<file path="src/rtl/seg_pkg.sv">
// Shared 7-segment definitions: segment bit positions and the hex glyph table.
package seg_pkg;

    localparam int unsigned SEG_A  = 0;
    localparam int unsigned SEG_B  = 1;
    localparam int unsigned SEG_C  = 2;
    localparam int unsigned SEG_D  = 3;
    localparam int unsigned SEG_E  = 4;
    localparam int unsigned SEG_F  = 5;
    localparam int unsigned SEG_G  = 6;
    localparam int unsigned SEG_DP = 7;

    localparam int unsigned GLYPH_W = 7;
    localparam int unsigned SEG_W   = 8;

    // Active-high {g,f,e,d,c,b,a} glyphs for 0..F
    localparam logic [GLYPH_W-1:0] HEXSEG_TBL [16] = '{
        7'h3F, 7'h06, 7'h5B, 7'h4F, 7'h66, 7'h6D, 7'h7D, 7'h07,
        7'h7F, 7'h6F, 7'h77, 7'h7C, 7'h39, 7'h5E, 7'h79, 7'h71
    };

endpackage

</file>
<file path="src/rtl/seg_hex_decode.sv">
// Combinational nibble to active-high 7-segment glyph decoder.
module seg_hex_decode
    import seg_pkg::*;
(
    input  logic [3:0]         nibble,
    output logic [GLYPH_W-1:0] seg_c
);

    assign seg_c = HEXSEG_TBL[nibble];

endmodule

</file>
<file path="src/rtl/seg_scan_ctrl.sv">
// Multiplexed 7-segment scanner with double-buffered display set, PWM
// brightness, blink, blanking and leading-zero suppression.
module seg_scan_ctrl
    import seg_pkg::*;
#(
    parameter int unsigned DIGITS         = 8,
    parameter int unsigned SCAN_DIV       = 50_000,
    parameter int unsigned BLINK_FRAMES   = 250,
    parameter int unsigned SEL_ACTIVE_LOW = 0,
    parameter int unsigned SEG_ACTIVE_LOW = 1
)
(
    input  logic                  Clk,
    input  logic                  Reset_n,
    input  logic [4*DIGITS-1:0]   Disp_Data,
    input  logic [DIGITS-1:0]     Dp_Mask,
    input  logic [DIGITS-1:0]     Blank_Mask,
    input  logic [DIGITS-1:0]     Blink_Mask,
    input  logic [3:0]            Bright,
    input  logic                  Lz_En,
    input  logic                  Load,
    output logic [DIGITS-1:0]     SEL,
    output logic [SEG_W-1:0]      SEG,
    output logic                  Frame_Done
);

    localparam int unsigned PWM_DIV = SCAN_DIV / 16;
    localparam int unsigned SLOT_W  = (SCAN_DIV > 1) ? $clog2(SCAN_DIV) : 1;
    localparam int unsigned SUB_W   = (PWM_DIV > 1) ? $clog2(PWM_DIV) : 1;
    localparam int unsigned DIG_W   = (DIGITS > 1) ? $clog2(DIGITS) : 1;
    localparam int unsigned FRM_W   = (BLINK_FRAMES > 1) ? $clog2(BLINK_FRAMES) : 1;
    localparam int unsigned DATA_W  = 4 * DIGITS;

    localparam logic [DIGITS-1:0] SEL_OFF = (SEL_ACTIVE_LOW != 0) ? '1 : '0;
    localparam logic [SEG_W-1:0]  SEG_OFF = (SEG_ACTIVE_LOW != 0) ? '1 : '0;

    logic [SLOT_W-1:0] slot_cnt;
    logic [SUB_W-1:0]  sub_cnt;
    logic [3:0]        phase;
    logic [DIG_W-1:0]  digit_idx;
    logic [FRM_W-1:0]  frame_cnt;
    logic              blink_ph;

    logic [DATA_W-1:0] sh_data,  act_data;
    logic [DIGITS-1:0] sh_dp,    act_dp;
    logic [DIGITS-1:0] sh_blank, act_blank;
    logic [DIGITS-1:0] sh_blink, act_blink;
    logic [3:0]        sh_bright, act_bright;
    logic              sh_lz,    act_lz;

    logic slot_wrap, sub_wrap, fe;

    assign slot_wrap = (slot_cnt == SLOT_W'(SCAN_DIV - 1));
    assign sub_wrap  = (sub_cnt == SUB_W'(PWM_DIV - 1));
    assign fe        = slot_wrap && (digit_idx == DIG_W'(DIGITS - 1));

    // Slot, PWM phase, digit and blink-frame counters
    always_ff @(posedge Clk or negedge Reset_n) begin
        if (!Reset_n) begin
            slot_cnt  <= '0;
            sub_cnt   <= '0;
            phase     <= '0;
            digit_idx <= '0;
            frame_cnt <= '0;
            blink_ph  <= 1'b0;
        end else begin
            if (slot_wrap) begin
                slot_cnt  <= '0;
                sub_cnt   <= '0;
                phase     <= '0;
                digit_idx <= (digit_idx == DIG_W'(DIGITS - 1)) ? '0 : digit_idx + DIG_W'(1);
            end else begin
                slot_cnt <= slot_cnt + SLOT_W'(1);
                if (sub_wrap) begin
                    sub_cnt <= '0;
                    phase   <= phase + 4'd1;
                end else begin
                    sub_cnt <= sub_cnt + SUB_W'(1);
                end
            end
            if (fe) begin
                if (frame_cnt == FRM_W'(BLINK_FRAMES - 1)) begin
                    frame_cnt <= '0;
                    blink_ph  <= ~blink_ph;
                end else begin
                    frame_cnt <= frame_cnt + FRM_W'(1);
                end
            end
        end
    end

    // Shadow captures on Load; active set commits only at frame end
    always_ff @(posedge Clk or negedge Reset_n) begin
        if (!Reset_n) begin
            sh_data    <= '0;
            sh_dp      <= '0;
            sh_blank   <= '1;
            sh_blink   <= '0;
            sh_bright  <= '0;
            sh_lz      <= 1'b0;
            act_data   <= '0;
            act_dp     <= '0;
            act_blank  <= '1;
            act_blink  <= '0;
            act_bright <= '0;
            act_lz     <= 1'b0;
        end else begin
            if (Load) begin
                sh_data   <= Disp_Data;
                sh_dp     <= Dp_Mask;
                sh_blank  <= Blank_Mask;
                sh_blink  <= Blink_Mask;
                sh_bright <= Bright;
                sh_lz     <= Lz_En;
            end
            if (fe) begin
                act_data   <= Load ? Disp_Data  : sh_data;
                act_dp     <= Load ? Dp_Mask    : sh_dp;
                act_blank  <= Load ? Blank_Mask : sh_blank;
                act_blink  <= Load ? Blink_Mask : sh_blink;
                act_bright <= Load ? Bright     : sh_bright;
                act_lz     <= Load ? Lz_En      : sh_lz;
            end
        end
    end

    logic [3:0]         cur_nib;
    logic [GLYPH_W-1:0] cur_hex;
    logic               cur_dp, cur_blank, cur_blink, cur_supp, zero_run, dark_c;
    logic [DIGITS-1:0]  sel_c;
    logic [SEG_W-1:0]   seg_c;

    seg_hex_decode u_dec (
        .nibble (cur_nib),
        .seg_c  (cur_hex)
    );

    // Select the current digit's attributes and decide whether it is dark
    always_comb begin
        cur_nib   = '0;
        cur_dp    = 1'b0;
        cur_blank = 1'b0;
        cur_blink = 1'b0;
        cur_supp  = 1'b0;
        zero_run  = 1'b1;
        sel_c     = '0;
        for (int i = DIGITS - 1; i >= 0; i--) begin
            zero_run = zero_run & (act_data[4*i +: 4] == 4'h0);
            if (DIG_W'(i) == digit_idx) begin
                cur_nib   = act_data[4*i +: 4];
                cur_dp    = act_dp[i];
                cur_blank = act_blank[i];
                cur_blink = act_blink[i];
                cur_supp  = act_lz & zero_run & (i != 0);
                sel_c[i]  = 1'b1;
            end
        end
        dark_c = (slot_cnt == '0) | cur_blank | cur_supp
               | (cur_blink & blink_ph) | (phase > act_bright);
        seg_c  = {cur_dp, cur_hex};
        if (dark_c) begin
            sel_c = '0;
            seg_c = '0;
        end
    end

    // Output register with pin polarity applied last
    always_ff @(posedge Clk or negedge Reset_n) begin
        if (!Reset_n) begin
            SEL        <= SEL_OFF;
            SEG        <= SEG_OFF;
            Frame_Done <= 1'b0;
        end else begin
            SEL        <= sel_c ^ SEL_OFF;
            SEG        <= seg_c ^ SEG_OFF;
            Frame_Done <= fe;
        end
    end

endmodule

</file>
<file path="config.mk">
export PLATFORM = sky130hd
export DESIGN_NAME = seg_scan_ctrl
export DESIGN_NICKNAME = d
export VERILOG_FILES = /design/src/rtl/seg_pkg.sv /design/src/rtl/seg_hex_decode.sv /design/src/rtl/seg_scan_ctrl.sv
export SDC_FILE = /design/constraint.sdc
export NUM_CORES = 1
export LEC_CHECK = 0
export CORE_MARGIN = 2
export CORE_UTILIZATION = 60
export CTS_CLUSTER_DIAMETER = 60
export DETAILED_ROUTE_END_ITERATION = 10
export MAX_ROUTING_LAYER = met4
export PLACE_DENSITY = 0.8
export SLEW_MARGIN = 20
export SYNTH_ARGS = -nofsm -noshare
export SYNTH_HDL_FRONTEND = slang
export SYNTH_SLANG_ARGS = --single-unit
export TNS_END_PERCENT = 20
</file>
<file path="constraint.sdc">
create_clock -name Clk -period 5.4 [get_ports Clk]
set_input_delay 1.08 -clock Clk [delete_from_list [all_inputs] [get_ports Clk]]
set_output_delay 1.08 -clock Clk [all_outputs]
set_load 0.02 [all_outputs]
</file>
* Word-level counts from Yosys, hierarchy flattened *
Memories as Yosys holds them, arrays and structs flattened.
Index checks and enable logic that the tools add are counted.

operators by class
  $add $sub $neg = 5
  $mul = 0
  div/mod/pow operators = 0
  magnitude comparators = 2
  equal/unequal tests = 11
  shifts and indexed selects = 0
  mux-type cells = 65
  bitwise operators = 21
  reduce and logical (&&, ||, !) cells = 12

operators by type and width
  cell                     count
  $mux W8                  6
  $mux W4                  11
  $mux W1                  41
  $mux W32                 1
  $logic_not A4 Y1         7
  $mux W12                 2
  $add A16 B1 Y16 const B  1
  $eq A16 B16 Y1 const B   1
  $logic_not A16 Y1        1
  $mux W16                 1
  $and A1 B1 Y1            14
  $mux W7                  2
  $add A12 B1 Y12 const B  1
  $eq A12 B12 Y1 const B   1
  $eq A3 B3 Y1 const A     4
  $add A8 B1 Y8 const B    1
  $eq A8 B8 Y1 const B     1
  $not A8 Y8               1
  $eq A2 B3 Y1 const A     2
  $ge A5 B5 Y1 const B     1
  $not A4 Y5               1
  $add A4 B1 Y4 const B    1
  $gt A4 B4 Y1             1
  $or A1 B1 Y1             4
  other kinds (9)          9

storage, ports and cells
  register bits = 183
  bits in latches = 0
  bits in writable memories = 0
  ROM bits = 112
  input bits = 64
  logic and storage cells = 138
  memories kept = 1

memory list
  memory            words  bits a word  rd ports  clocked after Yosys merged registers in  wr ports  line                 RTL
  (name not given)  16     7            1         0                                        0         seg_hex_decode.sv:9  assign seg_c = HEXSEG_TBL[nibble];

* Logic depth before layout (Yosys ltp) *
Gate-level depths: netlist of the first run.

  word-level depth = 15
  depth in mapped cells = 15
  gate-level depth less buffers = 13

* By module *
A second synthesis of the first run with hierarchy kept.

second synthesis, totals
  cells, all modules = 706
  area, all modules = 8,520.7 um^2

by module, submodules not included
  module          instances  cells an instance  area each (um^2)  sequential area each (um^2)
  seg_scan_ctrl   1          673                8,232.9           4,609.4
  seg_hex_decode  1          33                 287.8             0.0

* Worst setup path after synthesis of the first run *
Ideal clock, no wire load.

  path kind = reg-to-reg
  from = register digit_idx[1]
  to = register SEG[0]
  library setup time = 0.086 ns
  arrival time = 2.736 ns
  slack = 2.578 ns
  stages on the path, launching flop included = 15
  buffers on the path = 3
  period minus slack after synthesis = 2.822 ns
  path through = dfrtp_1 inv_1 ha_1 buf_2 buf_2 clkbuf_1 a221oi_1 o21ai_0 a21oi_1 o22ai_1 inv_1 ha_1 mux2_2 o21ai_0 nand3_1

between the ends
  cells in the longest elaborated chain, start to end = 15
  elaborated cells between the ends (all ways) = 51
  classes of those cells = 7 x eq/ne; 35 x mux; 7 x bitwise; 1 x reduce/logical; 1 x memory

ends and longest elaborated chain
  what                                                                                line                                       RTL
  from (decl)                                                                         seg_scan_ctrl.sv:40                        logic [DIG_W-1:0] digit_idx;
  from (signal assigned)                                                              seg_scan_ctrl.sv:71                        digit_idx <= (digit_idx == DIG_W'(DIGITS - 1)) ? '0 : digit_idx + DIG_W'(1);
  $eq A3 B3 Y1                                                                        seg_scan_ctrl.sv:149                       if (DIG_W'(i) == digit_idx) begin
  $mux W4 / $mux W1 (equally long branches) (8 in series)                             seg_scan_ctrl.sv:149
  $not A4 Y5 (not written as such) / $or A1 B1 Y1 (equally long branches)             seg_hex_decode.sv:9, seg_scan_ctrl.sv:158
  $mem_v2 Z16 W7 / $or A1 B1 Y1 (equally long branches)                               --
  $mux W7 (not written as such) / $or A1 B1 Y1 (equally long branches) (2 in series)  seg_hex_decode.sv:9, seg_scan_ctrl.sv:159
  $mux W8 (*)                                                                         seg_scan_ctrl.sv:161                       if (dark_c) begin
  $not A8 Y8 (no line) (*)                                                            --
  to (signal assigned)                                                                seg_scan_ctrl.sv:175                       SEG <= seg_c ^ SEG_OFF;
  to (decl)                                                                           seg_scan_ctrl.sv:23                        output logic [SEG_W-1:0] SEG,

Every way passes the cells marked *; elsewhere a longest branch is shown, timed or not. The select of a mux whose other input is x is not followed.
A chain may end at the register's enable or synchronous reset.

* Final worst setup path of the first run *
  from = register digit_idx[2]
  to = register SEG[7]

between the ends
  cells in the longest elaborated chain, start to end = 15
  elaborated cells between the ends (all ways) = 47
  classes of those cells = 7 x eq/ne; 33 x mux; 6 x bitwise; 1 x reduce/logical

ends and longest elaborated chain
  what                        line                  RTL
  $eq A3 B3 Y1                seg_scan_ctrl.sv:149
  $mux W1 (8 in series)       seg_scan_ctrl.sv:149
  $or A1 B1 Y1 (2 in series)  seg_scan_ctrl.sv:158  dark_c = (slot_cnt == '0) | cur_blank | cur_supp
  $or A1 B1 Y1 (2 in series)  seg_scan_ctrl.sv:159  | (cur_blink & blink_ph) | (phase > act_bright);
  $mux W8 (*)                 seg_scan_ctrl.sv:161
  $not A8 Y8 (no line) (*)    --

Every way passes the cells marked *; elsewhere a longest branch is shown, timed or not.

==> results of run 1 <==
-- critical path, stage by stage, from the launching register on --
cell and delay [ns]:
sky130_fd_sc_hd__dfrtp_1 0.62, sky130_fd_sc_hd__inv_1 0.40, sky130_fd_sc_hd__ha_1 0.49, sky130_fd_sc_hd__nand2b_1 0.11, sky130_fd_sc_hd__a22oi_1 0.26, sky130_fd_sc_hd__o22ai_1 0.16
sky130_fd_sc_hd__o221ai_1 0.18, sky130_fd_sc_hd__o221ai_1 0.25, sky130_fd_sc_hd__nor3_2 0.66, sky130_fd_sc_hd__o221ai_1 0.26
-- per-layer routing --
| metal | wire (µm) | share of wire [%] | vias to the layer above |
|---|---|---|---|
| met1 | 8255 | 47 | 2731 |
| met3 | 966 | 5.5 | 29 |
| met4 | 274 | 1.5 | 0 |
| met2 | 8223 | 46 | 189 |
| li1 | - | - | 2617 |
| met5 | 0 | 0 | - |
-- per-stage QoR --
stage                     instances  setup slack (ns)  hold WS, ns  instance area, µm²
after floorplan                 705             2.578       0.4440                8305
after global placement          929             1.966       0.4706                9205
after detailed placement        929             1.807       0.4719                9205
after CTS                       961             1.715       0.4848                9796
after global routing            962             1.551       0.5098                9811
final                           962             1.876       0.4805                9811
-- logic make-up (layout without fill, tap and decap cells) --
group           Yosys count  count (layout)
buf+inv                  67             148
fa+ha+maj                23              23
flops                   183             183
simple gates            184             184
xor+xnor                 27              27
compound gates          103             103
mux                     118             118
-- path summary, 6_finish.rpt --
path / from / to / slack [ns] / cells after the start
worst max-delay path: digit_idx[2] / SEG[7] / 1.88 / 9
worst min-delay path: frame_cnt[6] / frame_cnt[6] / 0.48 / 1
worst max register to register: digit_idx[2] / SEG[7] / 1.88 / 9
worst min register to register: frame_cnt[6] / frame_cnt[6] / 0.48 / 1
max in group asynchronous: Reset_n / sh_blank[4] / 3.75 / 2
min in group asynchronous: Reset_n / sub_cnt[8] / 0.67 / 1
-- layout by cell type, fill, tap and decap left out, types with 3 or more instances in the layout --
master,count
sky130_fd_sc_hd__a21oi_1,17
sky130_fd_sc_hd__a221o_1,3
sky130_fd_sc_hd__a221oi_1,5
sky130_fd_sc_hd__a32oi_1,3
sky130_fd_sc_hd__and2_1,5
sky130_fd_sc_hd__and3_1,8
sky130_fd_sc_hd__and4_1,3
sky130_fd_sc_hd__clkbuf_16,17
sky130_fd_sc_hd__clkdlybuf4s50_1,78
sky130_fd_sc_hd__clkinvlp_4,3
sky130_fd_sc_hd__dfrtp_1,159
sky130_fd_sc_hd__dfstp_2,24
sky130_fd_sc_hd__ha_1,23
sky130_fd_sc_hd__inv_1,32
sky130_fd_sc_hd__inv_6,7
sky130_fd_sc_hd__mux2_2,113
sky130_fd_sc_hd__mux2i_1,5
sky130_fd_sc_hd__nand2_1,51
sky130_fd_sc_hd__nand2b_1,4
sky130_fd_sc_hd__nand3_1,20
sky130_fd_sc_hd__nand4_1,8
sky130_fd_sc_hd__nor2_1,46
sky130_fd_sc_hd__nor2b_1,7
sky130_fd_sc_hd__nor3_1,4
sky130_fd_sc_hd__nor4_1,14
sky130_fd_sc_hd__o211ai_1,7
sky130_fd_sc_hd__o21ai_0,40
sky130_fd_sc_hd__o221ai_1,5
sky130_fd_sc_hd__o22ai_1,4
sky130_fd_sc_hd__o31ai_1,3
sky130_fd_sc_hd__xnor2_1,9
sky130_fd_sc_hd__xor2_1,18
-- flip-flops by register name (all words and copies together), names as in the netlist, 12 cells and up --
signal,cells
slot_cnt,16
sh_data,32
act_data,32
sub_cnt,12
-- power groups by stage --
stage          Clock (mW)  Sequential [mW]  Combinational, mW
3_5_place_dp            0             1.51              0.219
3_3_place_gp            0             1.50              0.211
4_1_cts              1.25             1.48              0.223
5_1_grt              1.32             1.49              0.241
6_report             1.24             1.48              0.219
2_1_floorplan           0             1.50              0.103
-- layout make-up --
type                    instances  area, µm²
multi-input cells             455       3423
clock inverters                14      161.4
repair buffers                 84      847.1
well taps                     176      220.2
flip-flops and latches        183       4609
fillers                       886       3590
inverters                      32      120.1
clock buffers                  18      429.2
==> out/qor.tcl, run 1 <==
set qor(status) {finished, final reports clean}
set qor(int_power_mw) 2.263
set qor(vias_per_cell) 5.786
set qor(ys_ff_latch) 183
set qor(cp-end-kind) {flip-flop}
set qor(grt-busiest-layer) {met2}
set qor(drt-pass1-iter-count) 7
set qor(globalplace.congestion) 0.9698
set qor(synth_simple_gate_area_share_pct) 11.04
set qor(synth.most_common_cell) {sky130_fd_sc_hd__dfrtp_1}
set qor(max-clock-path-buffers) 2
set qor(kind_of_critical_path) {flip-flop to flip-flop}
set qor(report.power.total_mw) 2.938
set qor(root_buffer_cell) {sky130_fd_sc_hd__clkbuf_16}
set qor(timing.setup.tns_ns) 0
set qor(switching_share_pct) 22.98
set qor(met1_track_demand_over_resource_in_global_routing_pct) 37.07
set qor(vias_in_the_first_global_route) 5683
set qor(design.portCount) 81
set qor(grtUsageTotal_pct) 26.56
set qor(insertion_delay_ns) 0.44
set qor(grt_setup_unrepaired) {no}
set qor(timing.critical_path.required_ns) 5.71
set qor(vdd.ir_drop.worst_mv) 0.2179
set qor(met2_usage_pct) 39.85
set qor(global_route.usage.met3_pct) 5.056
set qor(dp.final_hpwl_um) 12190
set qor(synth.top_cells.by_area) {sky130_fd_sc_hd__dfrtp_1, sky130_fd_sc_hd__mux2_2, sky130_fd_sc_hd__dfstp_2, sky130_fd_sc_hd__ha_1, sky130_fd_sc_hd__o21ai_0}
set qor(maxCapViolations) 0
set qor(ys.warnings.count) 0
set qor(cts.repair_timing.setup_buffer_count) 0
set qor(switchingPower_uw) 675.4
set qor(area_growth_pct) 18.12
set qor(timing.final.crit_share_pct) 65.26
set qor(p_comb_share_pct) 7.5
set qor(detail_route.iter0.violations) 577
set qor(leakagePower_nw) 4.327
set qor(tritoncts_clock_tree) {done}
set qor(share_clk_of_total_power_pct) 42.1
set qor(cts-buffers-inserted) 17
set qor(floorplan.die.height_um) 121.7
set qor(ant_nets) 0
set qor(design.core.area_um2) 13400
set qor(postLayoutCoreUtil_pct) 73.21
set qor(ctsResizeCount) 0
set qor(yosysSeqAreaShare_pct) 55.50
set qor(synth_largest_area_cell) {sky130_fd_sc_hd__dfrtp_1}
set qor(worst_hold_path_type) {flip-flop to flip-flop}
set qor(initial_antenna_violation_count) 0
set qor(synth_fa_ha_area_share_pct) 3.465
set qor(starting_density_of_the_core_pct) 61.98
set qor(max_freq_ghz) 0.2838
set qor(prevailing_post_synth_register_cell) {sky130_fd_sc_hd__dfrtp_1}
set qor(io_port_bufs) 80
set qor(finClkSkew_ns) 0.01408
set qor(globalRouteOverflowTotal) 0
set qor(core.rowCount) 42
set qor(cts_htree_levels) 4
set qor(chipWidth_um) 121.7
set qor(final_layout_size_suffix_gt1_share_pct) 22.77
set qor(synth_mux_area_share_pct) 15.92
set qor(clock_sinks) 183
set qor(syn-mean-instance-area_um2) 11.78
set qor(final-setup-viol-count) 0
set qor(antenna-diode-count) 0
set qor(clock_transition_at_the_register_clock_pins_on_the_worst_setup_and_hold_paths_after_cts_ns) 0.06
set qor(powerDensity_nw_per_um2) 299.5
set qor(cts-hold-fix-buffers) 0
set qor(post-synth-top-area-fraction_pct) 47.91
set qor(routedWlPerCell_um) 18.42
set qor(pin_count_of_the_biggest_net_entering_global_routing) 98
set qor(synth_commonest_cells) {sky130_fd_sc_hd__dfrtp_1, sky130_fd_sc_hd__mux2_2, sky130_fd_sc_hd__nand2_1}
set qor(layout.nets) 860
set qor(synth_compound_area_share_pct) 7.939
set qor(slew_viol_final) 0
set qor(sequential_fraction_of_design_power_pct) 50.5
set qor(crit_path_start_kind) {flip-flop}
set qor(vias) 5566
set qor(syn-cell-area_um2) 8305
set qor(tightestPinTransition_ns) 0.9978
set qor(count_of_flip_flops_with_a_built_in_enable_after_synthesis) 0
set qor(synth_top_family_by_area) {multiplexers}
set qor(finalWorstPathRequiredPeriod_ns) 3.524
set qor(yosys.area_share.xor_xnor_pct) 2.847
set qor(detail_route.drc_violations) 0
set qor(wirelength_um) 17720
set qor(grt_pass1_wl_um) 29170
set qor(timing.max_slew.rel_slack_pct) 32.98
set qor(post_synth_num_cell_types) 54
set qor(arrival_ns) 3.83
set qor(worstPathMaxFanout) 22
set qor(hold_viol) 0
set qor(die_area_um2) 14800
set qor(postSynthNetCount) 792
set qor(async_reset_ff_share_pct) 100.0
set qor(netlist_instances) 705
Power figures use the tool's default switching activity.
==> run 2, diff against run 1 <==
Settings changed: CORE_UTILIZATION 60 to 52, PLACE_DENSITY 0.8 to 0.74.
Clock period 5.4 ns to 3.2 ns, I/O delays scaled along.
==> out/qor.tcl, run 2 (synthesis results as in run 1) <==
set qor(path_cells) {inv_1, ha_1, buf_4, nor2b_1, a2111oi_0, a21oi_1, buf_4, mux2i_1, nand2_1, o211ai_1}
set qor(routedWlPerCell_um) 17.44
set qor(antenna-diode-count) 0
set qor(dp.final_hpwl_um) 12440
set qor(area_growth_pct) 20.28
set qor(vdd.ir_drop.worst_mv) 0.3904
set qor(tightestPinTransition_ns) 1.064
set qor(timing.critical_path.required_ns) 3.54
set qor(chipWidth_um) 130.4
set qor(finClkSkew_ns) 0.008771
set qor(cp-end-kind) {flip-flop}
set qor(max-clock-path-buffers) 2
set qor(final_layout_size_suffix_gt1_share_pct) 24.41
set qor(most-common-layout-cells) {sky130_fd_sc_hd__dfrtp_1, sky130_fd_sc_hd__mux2_2, sky130_fd_sc_hd__clkdlybuf4s50_1, sky130_fd_sc_hd__nand2_1, sky130_fd_sc_hd__nor2_1}
set qor(worst_path_dominant_cell_family) {compound AO/OA/AOI/OAI gates}
set qor(finalWorstPathRequiredPeriod_ns) 2.969
set qor(ant_nets) 0
set qor(grt_setup_unrepaired) {no}
set qor(worstReg2RegStart) {digit_idx[0]}
set qor(grt_pass1_wl_um) 28930
set qor(die_area_um2) 17000
set qor(pin_count_of_the_biggest_net_entering_global_routing) 184
set qor(dp_worst_setup_slack_ns) 0.1272
set qor(worst_r2r_path_depth) 10
set qor(worst_slack_ns) 0.2312
set qor(dp.cells) 983
set qor(globalRouteOverflowTotal) 0
set qor(max_freq_ghz) 0.3368
set qor(placedInstanceArea_um2) 9373
set qor(clock_transition_at_the_register_clock_pins_on_the_worst_setup_and_hold_paths_after_cts_ns) 0.07
set qor(kind_of_critical_path) {flip-flop to flip-flop}
set qor(root_buffer_cell) {sky130_fd_sc_hd__clkbuf_16}
set qor(maxCapViolations) 0
set qor(clock_sinks) 183
set qor(highest_cell_delay_on_the_worst_timing_path_ns) 0.57
set qor(path_buf_inv) 3
set qor(largest_registers) {act_data: 32 flops, sh_data: 32 flops, slot_cnt: 16 flops}
set qor(crit_path_start_kind) {flip-flop}
set qor(critical-path-slowest-cell) {sky130_fd_sc_hd__a21oi_1}
set qor(floorplan.die.height_um) 130.4
set qor(io_port_bufs) 80
set qor(design.core.area_um2) 15770
set qor(layout.nets) 873
set qor(drt-pass1-iter-count) 5
set qor(post_layout_nonfiller_instances) 1015
set qor(report.power.total_mw) 5.000
set qor(powerDensity_nw_per_um2) 500.5
set qor(timing.final.crit_share_pct) 92.78
set qor(cts-hold-fix-buffers) 0
set qor(worst_hold_path_type) {input pin to async pin}
set qor(detail_route.iter0.violations) 513
set qor(globalplace.congestion) 0.8987
set qor(regToRegEndpoint) {SEG[6]}
set qor(starting_density_of_the_core_pct) 52.67
set qor(worstPathMaxFanout) 9
set qor(layout_commonest_cell) {sky130_fd_sc_hd__dfrtp_1}
set qor(insertion_delay_ns) 0.44
set qor(initial_antenna_violation_count) 0
set qor(core.rowCount) 46
set qor(detail_route.drc_violations) 0
set qor(design.portCount) 81
set qor(cts-buffers-inserted) 17
set qor(arrival_ns) 3.31
set qor(rrSetupSlack_ns) 0.23
set qor(cts_htree_levels) 4
set qor(leakagePower_nw) 4.403
set qor(grtUsageTotal_pct) 22.88
set qor(final-setup-viol-count) 0
set qor(vias) 5619
set qor(vias_per_cell) 5.536
set qor(vias_in_the_first_global_route) 5627
set qor(timing.setup.tns_ns) 0
set qor(slew_viol_final) 0
set qor(timing.max_slew.rel_slack_pct) 29.06
set qor(status) {finished, final reports clean}
set qor(postLayoutCellArea_um2) 9990
set qor(crit_top_cell) {sky130_fd_sc_hd__buf_4}
set qor(hold_viol) 0
set qor(tritoncts_clock_tree) {done}
set qor(wirelength_um) 17700
run 2: cell count changes in the layout (fill, tap and decap cells not counted), sizes merged:
cell	before	now
clkbuf	18	22
inv	39	33
buf	6	19
clkinv	2	3
clkinvlp	3	4
run 2: power breakdown:
group	switching, mW	internal [mW]	total, mW
Sequential	0.0512	2.45	2.50
Clock	0.871	1.25	2.12
Combinational	0.169	0.204	0.374
run 2: per-stage QoR:
stage	util (%)	hold slack (ns)
floorplan	-	0.3444
global placement	59.43	0.4692
detailed placement	59.43	0.4745
CTS	63.31	0.4329
global route	63.35	0.4539
finish	63.35	0.2516
run 2: metal layers:
metal	global-route usage, %	wire length [µm]	vias to the layer above
met5	-	0	-
met4	7.134	263	0
li1	-	-	2640
met3	4.560	720	26
met1	31.71	8520	2822
met2	34.52	8194	131
run 2: how the worst max path moves through the flow:
stage                       startpoint  slack (ns)      to  depth (start not counted)
after global placement    digit_idx[0]        0.36  SEG[0]                         12
after global routing      digit_idx[0]        0.02  SEG[0]                         12
after CTS                 digit_idx[1]        0.10  SEG[0]                         12
after detailed placement  digit_idx[1]        0.13  SEG[0]                         12
final                     digit_idx[0]        0.23  SEG[6]                         10
after floorplan           digit_idx[1]        0.38  SEG[0]                         14
run 2: layout make-up:
cell class / count / area [µm²]
fillers: 1270 / 5781
flip-flops and latches: 183 / 4609
multi-input cells: 455 / 3428
repair buffers: 97 / 949.7
clock buffers: 22 / 494.2
well taps: 216 / 270.3
inverters: 32 / 120.1
clock inverters: 10 / 117.6
run 2: repair_timing:
item                                    4_1_cts  5_1_grt
buffers inserted                              0        0
endpoints found under the hold margin         0        0
endpoints found under the setup margin        0        6
gates resized for setup                       0        4
==> run 3, diff against run 2 <==
Settings changed: SKIP_CTS_REPAIR_TIMING set to 1.
==> results of run 3 <==
Same layout as run 2: the final DEF is identical, and so are final timing and power.
